==> config.mk <==
export PLATFORM = sky130hd
export DESIGN_NAME = check_constant
export DESIGN_NICKNAME = d
export VERILOG_FILES = /design/src/rtl/check_constant.sv
export SDC_FILE = /design/constraint.sdc
export NUM_CORES = 1
export LEC_CHECK = 0
export BUFFER_PORTS_ARGS = -buffer_cell sky130_fd_sc_hd__buf_2
export CORE_MARGIN = 3
export CORE_UTILIZATION = 50
export DETAILED_ROUTE_END_ITERATION = 6
export HOLD_SLACK_MARGIN = 0.12
export PLACE_DENSITY = 0.69
export REMOVE_ABC_BUFFERS = 1
export SYNTH_ARGS = -nofsm -noshare
export SYNTH_HDL_FRONTEND = slang
export SYNTH_SLANG_ARGS = --single-unit
==> constraint.sdc <==
create_clock -name CLK_I -period 1.3 [get_ports CLK_I]
set_input_delay 0.26 -clock CLK_I [delete_from_list [all_inputs] [get_ports CLK_I]]
set_output_delay 0.26 -clock CLK_I [all_outputs]
set_load 0.05 [all_outputs]
==> src/rtl/check_constant.sv <==
// Per-bit stuck-high / stuck-low detector with saturating run counters.
// Define CHECK_CONSTANT_SYNC_EN to add a 2-flop input synchronizer.
module check_constant #(
  parameter int unsigned THRESHOLD            = 32,
  parameter int unsigned WIDTH                = 2,
  parameter bit          CHECK_STABLE_HIGH_EN = 1'b1,
  parameter bit          CHECK_STABLE_LOW_EN  = 1'b1
) (
  input  logic             CLK_I,
  input  logic             RST_I,
  input  logic [WIDTH-1:0] D_I,
  output logic [WIDTH-1:0] IS_ALWAYS_1_O,
  output logic [WIDTH-1:0] IS_ALWAYS_0_O
);

  localparam int unsigned CW = $clog2(THRESHOLD + 1);
  localparam logic [CW-1:0] C_MAX = CW'(THRESHOLD);
  localparam logic [CW-1:0] C_ARM = CW'(THRESHOLD - 1);
  localparam logic [CW-1:0] C_ONE = CW'(1);

  logic [WIDTH-1:0] w_s;
  logic             w_vld;

`ifdef CHECK_CONSTANT_SYNC_EN
  logic [WIDTH-1:0] r_sync1;
  logic [WIDTH-1:0] r_sync2;
  logic [1:0]       r_vld;

  // Synchronizer reset contents are not real samples; hold off counting.
  always_ff @(posedge CLK_I or negedge RST_I) begin
    if (!RST_I) begin
      r_sync1 <= '0;
      r_sync2 <= '0;
      r_vld   <= '0;
    end else begin
      r_sync1 <= D_I;
      r_sync2 <= r_sync1;
      r_vld   <= {r_vld[0], 1'b1};
    end
  end

  assign w_s   = r_sync2;
  assign w_vld = r_vld[1];
`else
  assign w_s   = D_I;
  assign w_vld = 1'b1;
`endif

  for (genvar i = 0; i < int'(WIDTH); i++) begin : g_bit
    if (CHECK_STABLE_HIGH_EN) begin : g_hi
      logic [CW-1:0] r_hi_cnt;
      logic          r_hi;

      always_ff @(posedge CLK_I or negedge RST_I) begin
        if (!RST_I) begin
          r_hi_cnt <= '0;
          r_hi     <= 1'b0;
        end else if (w_vld) begin
          if (w_s[i]) begin
            if (r_hi_cnt != C_MAX)
              r_hi_cnt <= r_hi_cnt + C_ONE;
          end else begin
            r_hi_cnt <= '0;
          end
          r_hi <= w_s[i] && (r_hi_cnt >= C_ARM);
        end
      end

      assign IS_ALWAYS_1_O[i] = r_hi;
    end else begin : g_no_hi
      assign IS_ALWAYS_1_O[i] = 1'b0;
    end

    if (CHECK_STABLE_LOW_EN) begin : g_lo
      logic [CW-1:0] r_lo_cnt;
      logic          r_lo;

      always_ff @(posedge CLK_I or negedge RST_I) begin
        if (!RST_I) begin
          r_lo_cnt <= '0;
          r_lo     <= 1'b0;
        end else if (w_vld) begin
          if (!w_s[i]) begin
            if (r_lo_cnt != C_MAX)
              r_lo_cnt <= r_lo_cnt + C_ONE;
          end else begin
            r_lo_cnt <= '0;
          end
          r_lo <= !w_s[i] && (r_lo_cnt >= C_ARM);
        end
      end

      assign IS_ALWAYS_0_O[i] = r_lo;
    end else begin : g_no_lo
      assign IS_ALWAYS_0_O[i] = 1'b0;
    end
  end

endmodule

== Word level (Yosys, flattened, before mapping) ==
Cells that the tools add are included.
Storage, ports and cells
  ROM bits: 0
  logic and storage cells: 38
  memories: 0
  register bits after elaboration: 28
  latch bits: 0
  memory bits (writable): 0
  output and inout bits: 4
Cells by class
  muxes and demuxes: 8
  bitwise gates (word level): 0
  reduce and logical (&&, ||, !) cells: 8
  shift-type cells: 0
  divide/modulo/power cells: 0
  magnitude comparators: 4
  equal/unequal tests: 6
  add/sub/neg operators: 4
  multipliers: 0
Operator list (count)
  two-way mux 6 bit: 8
  adder 6 x 1 -> 6 bit (second input constant): 4
  >= comparator 6 x 5 -> 1 bit (second input constant): 4
  inequality test 6 bit (second input constant): 4
  logical AND 1 bit: 4
  inequality test 2 x 1 -> 1 bit (second input constant): 2
  nonzero test 2 bit: 2
  logical NOT 1 bit: 2

== Depth between registers and ports, before layout ==
Gate-level depths: netlist (run 1).
  depth in word-level cells: 3
  depth in mapped cells: 5
  depth with buffers taken out: 5

== Least setup slack after synthesis (run 1) ==
OpenSTA, ideal clock, no wires.
  path type: register to register
  from: register g_bit[1].g_hi.r_hi_cnt[0]
  to: register g_bit[1].g_hi.r_hi_cnt[0]
  setup slack: -52 ps
  data required time: 1221 ps
  cell stages (with the launch flop): 6
  arrival time: 1272 ps
  cells stage by stage: dfrtp_1 inv_1 ha_1 nand2_1 nor4_1 mux2i_1
Between the ends
  cells in the longest elaborated chain, start to end: 3
  elaborated cells on any way between the ends: 5
  classes of those cells: add/sub (1); eq/ne (2); mux (2)
Ends and longest elaborated chain
  from (decl): RTL line 51  | logic [CW-1:0] r_hi_cnt;
  from (signal assigned): RTL line 61  | r_hi_cnt <= r_hi_cnt + C_ONE;
  adder 6 x 1 -> 6 bit: RTL line 61
  two-way mux 6 bit: RTL line 60  | if (r_hi_cnt != C_MAX)
  two-way mux 6 bit: RTL line 59  | if (w_s[i]) begin
Several ways; a longest one is shown, not always the timed one. The select of a mux whose other input is x is not followed.
A chain may end at the register's enable or synchronous reset.

== Final worst setup path (run 1) ==
  from: register g_bit[0].g_lo.r_lo_cnt[1]
  to: register g_bit[0].g_lo.r_lo_cnt[0]
Between the ends
  cells in the longest elaborated chain, start to end: 2
Ends and longest elaborated chain
  from (decl): RTL line 75  | logic [CW-1:0] r_lo_cnt;
  from (signal assigned): RTL line 85  | r_lo_cnt <= r_lo_cnt + C_ONE;
  inequality test 6 bit: RTL line 84  | if (r_lo_cnt != C_MAX)
  nonzero test 2 bit (no line)
Every way passes these cells.

==> results of run 1 <==
==> critical path, cell delays in order, from the launching register on <==
cell and delay [ps]:
dfrtp_1 420, inv_2 80, ha_4 120, and4b_2 260
mux2_4 300
==> area by class of cell <==
type / instances / area share, %
inverter: 8 / 1.737
clock buffer: 3 / 1.302
sequential: 28 / 40.59
timing repair buffer: 24 / 9.768
multi-input combinational: 100 / 42.69
clock inverter: 1 / 1.737
tap: 30 / 2.171
==> per-layer routing <==
| layer | up-vias | global-route usage, % |
|---|---|---|
| met4 | 0 | 5.063 |
| li1 | 521 | - |
| met5 | - | 0 |
| met3 | 4 | 2.808 |
| met2 | 8 | 29.32 |
| met1 | 510 | 19.05 |
==> power by group through the flow <==
stage	Sequential, mW	Clock [mW]	Combinational (mW)
after floorplan	0.950	0	0.0842
after global placement	0.943	0	0.168
after detailed placement	0.946	0	0.179
after CTS	0.929	0.590	0.187
after global routing	0.939	0.611	0.245
final	0.933	0.570	0.214
==> metrics by stage <==
stage | TNS (ps) | hold WS, ps | area, µm² | worst slack, ps
3_5_place_dp | 0 | 278.4 | 1579 | 12.54
3_3_place_gp | 0 | 276.3 | 1579 | 44.46
4_1_cts | 0 | 200.2 | 1649 | 0.6992
6_report | 0 | 217.4 | 1729 | 28.00
2_1_floorplan | -135.0 | -35.59 | 1401 | -51.57
5_1_grt | -310.7 | 215.6 | 1729 | -78.90
==> timing repair <==
action,CTS,global route
resized for setup,1,21
endpoints found under the hold margin,28,0
setup endpoints to repair,2,15
hold buffers,1,0
buffers inserted,1,1
pin swaps,1,1
==> Yosys cell counts (all sizes together), types with 2 or more instances <==
library cell  count  area [µm²]
nand2b            5       31.28
o21ai             3       15.01
nor2             13       48.80
xnor2             6       52.55
ha                8       100.1
nand2            16       60.06
nand3             9       45.04
inv               8       30.03
nor2b             2       12.51
xor2              6       52.55
and4b             2       20.02
mux2              2       22.52
and2              3       18.77
nor3              4       20.02
or3               2       12.51
nor4              2       12.51
mux2i             6       60.06
a41oi             4       35.03
buf               4       30.03
dfrtp            28       700.7
clkbuf            4       15.01
and3              2       12.51
==> final timing paths <==
kind / cells after the start / from / endpoint / slack (ps)
hold / removal: 3 / D_I[1] / g_bit[1].g_hi.r_hi_cnt[5] / 220
setup / recovery: 4 / g_bit[0].g_lo.r_lo_cnt[1] / g_bit[0].g_lo.r_lo_cnt[0] / 30
max in group asynchronous: 3 / RST_I / g_bit[1].g_hi.r_hi_cnt[2] / 590
hold reg to reg: 2 / g_bit[1].g_lo.r_lo_cnt[5] / g_bit[1].g_lo.r_lo / 560
min in group asynchronous: 3 / RST_I / g_bit[1].g_lo.r_lo_cnt[2] / 430
setup reg to reg: 4 / g_bit[0].g_lo.r_lo_cnt[1] / g_bit[0].g_lo.r_lo_cnt[0] / 30
==> cells in the final DEF (no fill, tap or decap), drive strengths merged <==
cell type    netlist  final
clkbuf             4      3
nor2              13     13
nand2             16     16
nor4               2      2
ha                 8      8
nor3               4      4
inv                8      8
xnor2              6      6
dfrtp             28     28
nand2b             5      5
nor2b              2      2
a21boi             1      1
a41oi              4      4
a21oi              1      1
and2               3      3
xor2               6      6
and3               2      2
mux2               2      2
or3                2      2
o21bai             1      1
and4b              2      2
bufinv             0      1
mux2i              6      6
or4b               1      1
nand3              9      9
dlygate4sd3        0      1
buf                4     23
nor4b              1      1
o21ai              3      3
==> flip-flops by register name, summed over array words and instances, names as in the netlist <==
signal / flops
g_bit.g_hi.r_hi: 2
g_bit.g_lo.r_lo_cnt: 12
g_bit.g_hi.r_hi_cnt: 12
g_bit.g_lo.r_lo: 2
==> kinds of logic after synthesis <==
kind of cell             share of synthesized area (%)
AND/OR/NAND/NOR                                  21.63
flip-flops                                       48.44
buffers and inverters                            5.190
XOR/XNOR                                         7.266
AO/OA/AOI/OAI                                    4.844
multiplexers                                     5.709
adder cells (fa/ha/maj)                          6.921
==> impl_results.md, run 1 <==
- # H-tree levels: 1
- Synth cell types: 27
- Drt drc: 0
- Initial antenna violation count: 0
- Port bufs: 7
- Critical Path End Type: register
- Measured slew at the worst slew-check pin: 348.4 ps
- Layout cells sized above 1: 28.05%
- Mean routed wirelength per cell: 13.25 µm
- Number of global-route vias before repair: 1088
- Slew Viols, Final: 0
- Global Route Usage Sum: 16.13%
- Outcome: completed
- Final Cycle Share: 97.85%
- Vias per cell: 5.376
- Routability Congestion: 0.7958
- Worst path arrival time: 1500 ps
- Static leakage: 0.8155 nW
- Max_slew headroom: 76.77%
- Total power: 1.718 mW
- Final wirelength: 2570 µm
- Critical Path Fanout Max: 2
- Ant diodes: 0
- Count of flip-flops with a built-in enable after synthesis: 0
- DRT iter0 DRCs: 31
- Peak supply drop: 0.0008072 V
- Layout Utilization: 66.19%
- Cell Int Power: 1.316 mW
- Die extent in y: 59.79 µm
- Cells after Synth: 144
- Most used DFF post-synth: dfrtp_1
- Ys Warns: 0
- First-pass GRT wire length: 4436 µm
- Fmax: 786.2 MHz
- Mapped Area: 1446 µm²
- Highest metal used: met4
- Met3 routed WL: 47 µm
- Hold Fails Final Rpt: 0
- Worst hold path type: in2reg
- RSZ-0062 raised after global routing: yes
- Switch Pwr: 0.4016 mW
- Register area share after synthesis: 48.44%
- Final #Nets: 177
- Clock Skews: 7.846 ps
- Die X-Extent: 59.79 µm
- Total of max-cap violations: 0
- Async SR Flop Fraction: 100.0%
- Data required time of the critical path: 1530 ps
- Routed met1 length: 1155 µm
- Register area: 701.9 µm²
- Post-Layout Cell Count: 194
- Via count: 1043
- Post-synthesis register bit count: 28
- Seq pwr share: 54.3%
- CTS root buf: clkbuf_4
- Footprint of the multi-input gates: 738.2 µm²
- Area Growth Syn to Fin: 19.55%
- Minimum clock period: 1272 ps
- Startpoint Class: register
- Fillers: 198
- Comb power frac: 12.5%
- Core Footprint: 2613 µm²
- Post-DRT Antenna Nets: 0
- PwrDens: 993.3 nW/µm²
- CTS Sinks: 28
- Critical path class: reg2reg
- CTS tree: yes
- Clock share of power: 33.2%
- Max Root-Sink Buffers: 2
- Boundary Pins: 8
- Die ar.: 3574 µm²
- DP HPWL: 1729 µm
- Worst skew pair latency: 330 ps
- Sw Ratio: 23.38%
- Largest net degree at the start of global routing: 29
- Syn avg cell area: 10.04 µm²
- Num CTS Buffers: 3
- Row cnt: 18
- First drt pass iteration count: 3
- Worst-path clk slew: 150 ps
- Initial Util: 55.36%
- Final setup violation count: 0
- Grt ovf: 0
- # placed instances: 187
- Met2 wire length: 1342 µm
Note: power is estimated with default switching activity, not from simulation.
==> inputs of run 2 (changes only) <==
Settings changed: RECOVER_POWER set to 25.
==> impl_results.md, run 2 (synthesis gave the netlist of run 1 again) <==
- Most common cell after layout, fill and taps aside: dfrtp_1
- Vias per cell: 5.376
- Routability Congestion: 0.7958
- R2r startpoint: g_bit[0].g_lo.r_lo_cnt[1]
- CTS Sinks: 28
- Setup slack at placement: 12.54 ps
- Slowest stage cell, crit path: dfrtp_1
- Largest registers: g_bit.g_hi.r_hi_cnt (12), g_bit.g_lo.r_lo_cnt (12)
- Minimum clock period: 1272 ps
- Worst skew pair latency: 330 ps
- Num CTS Buffers: 3
- RSZ-0062 raised after global routing: yes
- Ant diodes: 0
- Area Growth Syn to Fin: 19.38%
- Clock Skews: 7.846 ps
- Drt drc: 0
- CTS root buf: clkbuf_4
- Port bufs: 7
- Worst-path clk slew: 150 ps
- Worst hold path type: in2reg
- Post-DRT Antenna Nets: 0
- Total power: 1.716 mW
- Worst path arrival time: 1500 ps
- Initial antenna violation count: 0
- Most frequent cells in the layout: 27 x dfrtp_1, 15 x nand2_1, 14 x buf_4
- Max_slew headroom: 54.85%
- Final #Nets: 177
- Outcome: completed
- Mean routed wirelength per cell: 13.24 µm
- CP Cell Sequence: inv_2 > ha_4 > and4b_2 > mux2_4
- Boundary Pins: 8
- Slew Viols, Final: 0
- Measured slew at the worst slew-check pin: 677.3 ps
- Internal reg-to-reg setup slack: 30 ps
- Startpoint Class: register
- Worst hold stages: 3
- Layout cells sized above 1: 28.05%
- Reg-to-reg endpoint: g_bit[0].g_lo.r_lo_cnt[0]
- First drt pass iteration count: 3
- Worst reg-to-reg path cell count: 4
- Die X-Extent: 59.79 µm
- Worst Hold End: g_bit[1].g_hi.r_hi_cnt[5]
- Final setup violation count: 0
- Row cnt: 18
- Max Root-Sink Buffers: 2
- First-pass GRT wire length: 4436 µm
- # H-tree levels: 1
- Critical path class: reg2reg
- Grt ovf: 0
- Data required time of the critical path: 1530 ps
- Fmax: 786.2 MHz
- Final Cycle Share: 97.85%
- Critical Path End Type: register
- Final wirelength: 2569 µm
- Biggest cell delay along the critical path: 420 ps
- Setup ws final: 28.00 ps
- Die extent in y: 59.79 µm
- Die ar.: 3574 µm²
- Via count: 1043
- PwrDens: 994.1 nW/µm²
- Static leakage: 0.8149 nW
- CTS tree: yes
- DP HPWL: 1729 µm
- Largest net degree at the start of global routing: 29
- Total of max-cap violations: 0
- Initial Util: 55.36%
- Core Footprint: 2613 µm²
- Number of global-route vias before repair: 1088
- Global Route Usage Sum: 16.13%
- Hold Startpoint: D_I[1]
- Peak supply drop: 0.0008072 V
- Critical Path Fanout Max: 2
- Hold Fails Final Rpt: 0
- DRT iter0 DRCs: 31
==> run 2: final cells by class <==
class | count | area [µm²]
Clock buffer | 3 | 22.52
Clock inverter | 1 | 30.03
Fill cell | 199 | 885.9
Inverter | 8 | 30.03
Multi-Input combinational cell | 100 | 738.2
Sequential cell | 28 | 701.9
Tap cell | 30 | 37.54
Timing Repair Buffer | 24 | 166.4
==> run 2: how the worst max path moves through the flow <==
| stage | start | endpoint | slack (ps) | cells past startpoint |
|---|---|---|---|---|
| after CTS | g_bit[1].g_hi.r_hi_cnt[0] | g_bit[1].g_hi.r_hi_cnt[0] | 0.7 | 6 |
| after detailed placement | g_bit[1].g_hi.r_hi_cnt[0] | g_bit[1].g_hi.r_hi_cnt[0] | 10 | 6 |
| after floorplan | g_bit[1].g_hi.r_hi_cnt[0] | g_bit[1].g_hi.r_hi_cnt[0] | -50 | 5 |
| after global routing | g_bit[1].g_hi.r_hi_cnt[0] | g_bit[1].g_hi.r_hi_cnt[0] | -80 | 6 |
| final | g_bit[0].g_lo.r_lo_cnt[1] | g_bit[0].g_lo.r_lo_cnt[0] | 30 | 4 |
| after global placement | g_bit[0].g_lo.r_lo_cnt[0] | g_bit[0].g_lo.r_lo_cnt[0] | 40 | 4 |
==> run 2: repair_timing <==
item,4_1_cts,5_1_grt
hold buffers,1,0
hold endpoints to repair,28,0
endpoints found under the setup margin,2,15
pin swaps,1,1
buffers inserted,1,1
gates resized for setup,1,21
==> run 2: layer usage <==
layer | part of all wire [%] | up-vias | track usage (%)
li1 | - | 521 | -
met1 | 45 | 510 | 19.05
met2 | 52 | 8 | 29.32
met3 | 1.8 | 4 | 2.808
met4 | 0.97 | 0 | 5.063
met5 | 0 | - | 0
==> run 2: per-stage QoR <==
stage / area (µm²) / utilization [%] / hold WS (ps) / TNS, ps / std cells
floorplan: 1401 / - / -35.59 / -135.0 / 136
global placement: 1579 / 60.44 / 276.3 / 0 / 187
detailed placement: 1579 / 60.44 / 278.4 / 0 / 187
CTS: 1649 / 63.12 / 200.2 / 0 / 193
global route: 1727 / 66.09 / 215.6 / -310.7 / 194
finish: 1727 / 66.09 / 217.4 / 0 / 194
==> run 2: worst max-delay path: cells and delay by family, from the launching register on <==
kind	cells	cell delay, ps
DFF	1	420
and+or+nand+nor	1	260
muxes	1	300
buffers and inverters	1	80
adders and majority gates	1	120
==> run 2: power breakdown <==
part	switching [mW]	total [mW]	internal, mW	leakage (nW)
sequential	0.0301	0.933	0.903	0.379
clock	0.259	0.570	0.312	0.0279
combinational	0.113	0.213	0.100	0.408
